--- src/rtl/serial_word_source.sv ---
// Parallel-to-serial word source: first bit one cycle after accept, one bit per clk.
// One-word holding buffer; din_ready drops only while that buffer is occupied.
module serial_word_source #(
   parameter int WIDTH     = 8,
   parameter bit MSB_FIRST = 1'b1,
   parameter bit IDLE_BIT  = 1'b0
) (
   input  logic             clk,
   input  logic             rst,
   input  logic [WIDTH-1:0] din,
   input  logic             din_valid,
   output logic             din_ready,
   output logic             x,
   output logic             x_valid,
   output logic             word_done,
   output logic             busy
);

   localparam int CW = (WIDTH > 1) ? $clog2(WIDTH) : 1;
   localparam logic [CW-1:0] LAST = CW'(WIDTH - 1);

   typedef enum logic {
      IDLE  = 1'b0,
      SHIFT = 1'b1
   } state_t;

   state_t           r_state;
   logic [WIDTH-1:0] r_sr;
   logic [WIDTH-1:0] r_hb;
   logic             r_hb_full;
   logic [CW-1:0]    r_cnt;

   logic             w_accept;
   logic             w_last;
   logic [CW-1:0]    w_idx;

   assign w_accept = din_valid && !r_hb_full;
   assign w_last   = (r_cnt == LAST);
   assign w_idx    = MSB_FIRST ? (LAST - r_cnt) : r_cnt;

   always_ff @(posedge clk or posedge rst) begin
      if (rst) begin
         r_state   <= IDLE;
         r_sr      <= '0;
         r_hb      <= '0;
         r_hb_full <= 1'b0;
         r_cnt     <= '0;
      end else begin
         case (r_state)
            IDLE: begin
               if (w_accept) begin
                  r_sr    <= din;
                  r_cnt   <= '0;
                  r_state <= SHIFT;
               end
            end
            SHIFT: begin
               if (!w_last) begin
                  r_cnt <= r_cnt + CW'(1);
                  if (w_accept) begin
                     r_hb      <= din;
                     r_hb_full <= 1'b1;
                  end
               end else if (r_hb_full) begin
                  // buffered word follows with no bubble; din_ready is low so no accept can race this
                  r_sr      <= r_hb;
                  r_hb_full <= 1'b0;
                  r_cnt     <= '0;
               end else if (w_accept) begin
                  r_sr  <= din;
                  r_cnt <= '0;
               end else begin
                  r_cnt   <= '0;
                  r_state <= IDLE;
               end
            end
            default: begin
               r_state <= IDLE;
               r_cnt   <= '0;
            end
         endcase
      end
   end

   always_comb begin
      x         = IDLE_BIT;
      x_valid   = 1'b0;
      word_done = 1'b0;
      if (r_state == SHIFT) begin
         x         = r_sr[w_idx];
         x_valid   = 1'b1;
         word_done = w_last;
      end
   end

   assign din_ready = !r_hb_full;
   assign busy      = (r_state == SHIFT) || r_hb_full;

endmodule

--- config.mk ---
export PLATFORM = sky130hd
export DESIGN_NAME = serial_word_source
export DESIGN_NICKNAME = d
export VERILOG_FILES = /design/src/rtl/serial_word_source.sv
export SDC_FILE = /design/constraint.sdc
export NUM_CORES = 1
export LEC_CHECK = 0
export CORE_AREA = 8 8 54 56
export DETAILED_ROUTE_END_ITERATION = 16
export DIE_AREA = 0 0 62 64
export HOLD_SLACK_MARGIN = 0.15
export PLACE_DENSITY = 0.73
export SYNTH_ARGS = -nofsm -noshare
export SYNTH_HDL_FRONTEND = slang
export SYNTH_SLANG_ARGS = --single-unit
--- constraint.sdc ---
create_clock -name clk -period 2.1 [get_ports clk]
set_input_delay 0.21 -clock clk [delete_from_list [all_inputs] [get_ports clk]]
set_output_delay 0.21 -clock clk [all_outputs]
set_load 0.05 [all_outputs]
==> metrics.cfg <==
[worst_setup_path]
rr_startpoint=r_cnt[0]
cp-start-kind=flop
end_kind=output pin
worstRegToRegCells=4
required_ns=1.89
crit_type=reg -> out
crit_arrival_ns=1.77
crit_start=r_cnt[2]
cp_max_fo=6
ff2ff_setup_slack_ns=0.26
reg2reg_to=r_hb[5]

[global_routing]
antenna_found_initial=0
grt_pass1_vias=695
grt_max_degree=22
grtUsageTotal_pct=10.7
grt_pass1_wl_um=3260
grt_overflow_total=0

[clock_tree]
numCtsBuffers=3
htreeDepth=1
clockBufferDepth=2
cts_tree=done
postCtsSetupRepairBufs=0
clock-root-buffer=clkbuf_4
insertion_delay_ns=0.30
clk_pin_slew_ns=0.11
cts_sinks=21

[synth]
syn_inst=80
yosysWarnings=0
synthesis.nets=94
synth_seq_area_share_pct=52.2
synth_cell_types=25
synth_area_um2=1010
syn_avg_cell_area_um2=12.6
ys_ff_latch=21

[route]
dr.pass1.iters=4
drt_wl_total_um=1950
drc_errors=0
wl_per_cell_um=15.5
via_count=684
viasPerCell=5.43
drtAntennaViolNets=0
drtIter0Drc=17

[sta]
fmax_ghz=0.506
finalHoldViolations=0
setup_violations=0
worst_pin_slew_ns=0.508
max-slew-margin-rel_pct=66.1
min_period_ns=1.98
rsz0062_at_grt=false
whs_ns=0.227
tns_ns=0
skew_ns=0.00952
slew_viol_final=0
timing.final.crit_share_pct=94.1

[floorplanning]
rows=17
io_pins=16
start_util_pct=47.8
die_y_um=64
die_w_um=62
core_region_area_um2=2110
die-area_um2=3970

[pwr]
switching_share_pct=40.1
p_int_mw=1.14
combPwrFrac_pct=49.9
p_clk_share_pct=9.7
power_frac_seq_pct=40.3
p_switching_mw=0.767
vdd_drop_max_mv=0.827
power_mw=1.91
power_density_nw_per_um2=1580
p_leak_nw=0.510

[finish]
fin_nets=113
diodes=0
areaGrowthSynthToFinish_pct=20.2
fill_cells=183
final_layout_size_suffix_gt1_share_pct=22.4
final_cells=126
fin_area_um2=1210

[placement]
port_buffers=15
dp.cells=122
dp_hpwl_um=1350
gp_congestion=0.783
postPlaceCellArea_um2=1180

[run]
drv_cap=0

[worst_hold_path]
worstHoldPathType=in -> async

[outcome]
status=finished clean

## power by group through the flow
stage | Combinational [mW] | Sequential, mW | Clock, mW
6_report | 0.954 | 0.771 | 0.186
2_1_floorplan | 0.755 | 0.744 | 0
4_1_cts | 0.964 | 0.770 | 0.197
3_3_place_gp | 0.933 | 0.772 | 0
5_1_grt | 1.04 | 0.799 | 0.212
3_5_place_dp | 0.956 | 0.778 | 0
## state kept, by name, indices dropped and copies added, names as in the netlist
register	cells
r_sr	8
r_hb	8
r_hb_full	1
r_cnt	3
r_state	1
## critical path, stage by stage, from the launching register on
cell	delay, ns
dfrtp_1	0.51
mux4_1	0.59
nor2_1	0.12
a311oi_2	0.05
buf_4	0.20
## cells in the final DEF (no fill, tap or decap), types with 3 or more instances in the layout
cell	count
a2bb2oi_1	7
buf_4	4
o22ai_1	8
clkbuf_4	3
mux2_2	9
clkdlybuf4s50_1	12
nand2_1	6
ha_1	3
dfrtp_1	21
inv_1	4
o21ai_0	4
## how the worst max path moves through the flow
stage | slack (ns) | to
after global routing | 0.01 | x
final | 0.12 | x
after floorplan | 0.15 | x
after CTS | 0.02 | busy
after detailed placement | 0.30 | r_hb[1]
after global placement | 0.33 | r_hb[7]
## cell usage after synthesis
cell type	n	area share, %
a2bb2oi_1	7	6.1
o22ai_1	8	5.0
o31ai_1	1	0.75
nand2_2	1	0.62
nand2b_1	1	0.62
buf_4	2	1.5
nor2_1	1	0.37
and2_1	1	0.62
or2_2	1	0.62
mux2_2	9	10
mux2i_1	1	0.99
mux4_1	1	2.6
dfrtp_1	21	52
a21boi_4	1	1.9
nand2b_2	1	0.87
nand2_1	6	2.2
buf_6	1	1.1
nor3_4	1	1.6
inv_1	4	1.5
o2bb2a_1	1	0.99
ha_1	3	3.7
a21oi_1	1	0.50
a311oi_1	1	0.87
o21ai_0	4	2.0
nand3b_1	1	0.75
## stage by stage
step	setup WS (ns)	utilization [%]
after global placement	0.330	56.1
final	0.124	57.5
after floorplan	0.149	-
after global routing	0.0134	57.5
after detailed placement	0.296	56.1
after CTS	0.0193	57.4
## kinds of logic (layout without fill, tap and decap cells)
family                   count (synthesis)  count (layout)  share of synthesized area, %
flip-flops                              21              21                          52.2
AND/OR/NAND/NOR                         14              14                          8.32
adder cells (fa/ha/maj)                  3               3                          3.73
AO/OA/AOI/OAI                           24              24                          18.0
multiplexers                            11              11                          13.7
buffers and inverters                    7              25                          4.10
## final cells by class
class                   count  area, um^2  share of cell area (%)
clock buffers               4        26.3                    2.17
inverters                   4        15.0                    1.24
multi-input cells          52         447                    36.9
flip-flops and latches     21         526                    43.4
well taps                  28        35.0                    2.89
repair buffers             17         163                    13.4
## what timing repair did
action / 4_1_cts / 5_1_grt
hold buffers: 0 / 0
resized for setup: 0 / 1
setup endpoints to repair: 0 / 1
## metal layers
layer	share of wire, %	vias up	track usage (%)	routed length (um)
li1	-	335	-	-
met1	48	335	13.9	932
met2	46	12	15.8	897
met3	5.3	2	2.40	104
met4	0.72	0	5.70	14
met5	0	-	0	0
(Power assumes the default switching activity.)
==> edit, RTL diff (same settings) <==
The parameter `WIDTH` goes from 8 to 4.
--- a/src/rtl/serial_word_source.sv
+++ b/src/rtl/serial_word_source.sv
@@ -1,7 +1,7 @@
 // Parallel-to-serial word source: first bit one cycle after accept, one bit per clk.
 // One-word holding buffer; din_ready drops only while that buffer is occupied.
 module serial_word_source #(
-   parameter int WIDTH     = 8,
+   parameter int WIDTH     = 4,
    parameter bit MSB_FIRST = 1'b1,
    parameter bit IDLE_BIT  = 1'b0
 ) (
Ports: changed (resized din); port bits go from 16 to 12. No check against the original RTL was run, so the function may have changed too.
==> edit against the unedited design <==
Cell area shrank 35%. Synthesized cell count shrank 36%. Fmax grew 5.8%. Critical endpoint is now din_ready. Total power shrank 35%. Hold slack gained 17 ps. Setup slack gained 110 ps. Die area is the same. Sequential cell count shrank 9. Wire length shrank 39%. Highest routed layer unchanged. Critical path depth shrank 2. Synthesized area shrank 40%. First-iteration DRC count shrank 53%.
==> edit: results (changes against the unedited design) <==
CTS:
- The clock-pin transition on the worst setup and hold timing paths was 80 ps (-30 ps).
- The clock latency on the worst-skew pair is 280 ps (-20 ps).
- The number of buffers inserted to repair setup after CTS is 0 (unchanged).

Synth:
- The synthesized netlist net count is 60 (-36%).
- Among all cell types in the netlist, the one instantiated most often is dfrtp_1.
- In the post-synthesis netlist, the biggest area contributors are dfrtp_1 49%, mux2_1 7.4%, o221a_1 7.4%.
- The number of standard cells after synthesis came to 51 (-36%).
- The post-synthesis cell type count is 18 (-28%).
- The fraction of registers with async set or reset after synthesis is 1.000 (unchanged).
- In the synthesized netlist, the cells that appear most often are 12 x dfrtp_1, 6 x nand2_1, 4 x mux2_1, 4 x o221a_1, 4 x or2_1.
- The sequential fraction of the synthesis area is 0.4948 (-0.02689).

GRT:
- The initial antenna violation count is 0 (unchanged).
- The total routing usage reported by global routing is 0.06735 (-0.03954).
- The first-pass GRT wire length is 2035 um (-38%).
- The number of global-route vias before repair is 455 (-35%).
- The met1 capacity usage during global routing is 0.07558 (-0.06384).
- The maximum number of pins on one net before global-route repair was 13 (-41%).
- The met2 capacity usage during global routing is 0.1113 (-0.04657).
- The met3 track demand over resource in global routing is 0.01800 (-0.006000).

Power:
- The leakage dissipation came to 0.3269 nW (-36%).
- The peak supply drop is 0.7203 mV (-13%).
- The switching portion of total power is 0.4153 (+0.01391).

Placement:
- The cell total after placement came to 90 (-26%).
- The post-detailed-placement cell area was 747.0 sq um (-37%).
- The number of port buffers is 11 (-4).
- The global placer's final weighted congestion is 0.7986 (+2.0%).
- The post-place setup slack is 402.7 ps (+107.1 ps).
- The detailed-placement wirelength estimate is 903 um (-33%).

Routing:
- The routed via count divided by cell count is 4.596 (-15%).
- The detailed router's first-iteration violation count is 8 (-9).
- The wire length after detailed routing came to 1198 um (-39%).
- The met3 wirelength from detailed routing is 69 um (-34%).
- Routed signal wires occupy layers up through met4.
- The met1 wire length is 531 um (-43%).
- The routed length per placed instance is 12.74 um (-18%).
- The routed length on met2 is 569 um (-37%).

Timing:
- The transition time of the tightest slew-check pin is 508.9 ps (+1.312 ps).
- The worst-case clock skew came to 2.260 ps (-7.256 ps).

Critical path:
- The delay of the slowest cell on the worst path is 810 ps (+220 ps).
- The kind of cell adding the most delay to the critical path is buffers and inverters.
- The largest individual stage delay along the critical path comes from the cell clkdlybuf4s50_1.
- The arrival time of data at the critical path endpoint is 1660 ps (-110 ps).

Finish:
- The fraction of final layout cells sized beyond drive strength 1 is 0.1667 (-0.05782).
- The final net count is 76 (-33%).
- In the final layout, the registers with the most flip-flops are r_hb: 4 flops, r_sr: 4 flops, r_cnt: 2 flops.

Outcome:
- The run finished with clean final reports.
==> edit: timing repair <==
item,CTS,global route
resized for setup,0,1
endpoints found under the setup margin,0,1
hold buffers,0,0
==> edit: power by group through the flow <==
stage / Combinational [mW] / Clock, mW / Sequential (mW)
floorplan: 0.454 / 0 / 0.436
global placement: 0.610 / 0 / 0.430
detailed placement: 0.619 / 0 / 0.434
CTS: 0.619 / 0.192 / 0.433
global route: 0.658 / 0.204 / 0.450
finish: 0.610 / 0.188 / 0.435
==> edit: logic make-up (layout without fill, tap and decap cells) <==
group	after synthesis	after routing	synth area share
AOI/OAI and AO/OA	9	9	0.1423
DFF	12	12	0.4948
buffers and inverters	3	18	0.01856
muxes	5	5	0.1113
adders and majority gates	2	2	0.04123
and+or+nand+nor	20	20	0.1917
==> edit: area by class of cell <==
cell class | count | area, sq um
Clock buffer | 4 | 36.28
Fill cell | 203 | 1320
Inverter | 3 | 11.26
Multi-Input combinational cell | 36 | 295.3
Sequential cell | 12 | 300.3
Tap cell | 28 | 35.03
Timing Repair Buffer | 11 | 107.6
==> edit: worst paths after layout <==
| check | start | to | slack (ps) | cells after the start |
|---|---|---|---|---|
| max reg2reg | r_cnt[0]$_DFFE_PP0P_ | r_hb[2]$_DFFE_PP0P_ | 520 | 4 |
| min | rst | r_hb[2]$_DFFE_PP0P_ | 240 | 2 |
| min reg2reg | r_hb[0]$_DFFE_PP0P_ | r_hb[0]$_DFFE_PP0P_ | 490 | 1 |
| max in group asynchronous | rst | r_state$_DFF_PP0_ | 1530 | 2 |
| min in group clk | r_hb[0]$_DFFE_PP0P_ | r_hb[0]$_DFFE_PP0P_ | 490 | 1 |
| max | r_hb_full$_DFFE_PP0P_ | din_ready | 230 | 2 |
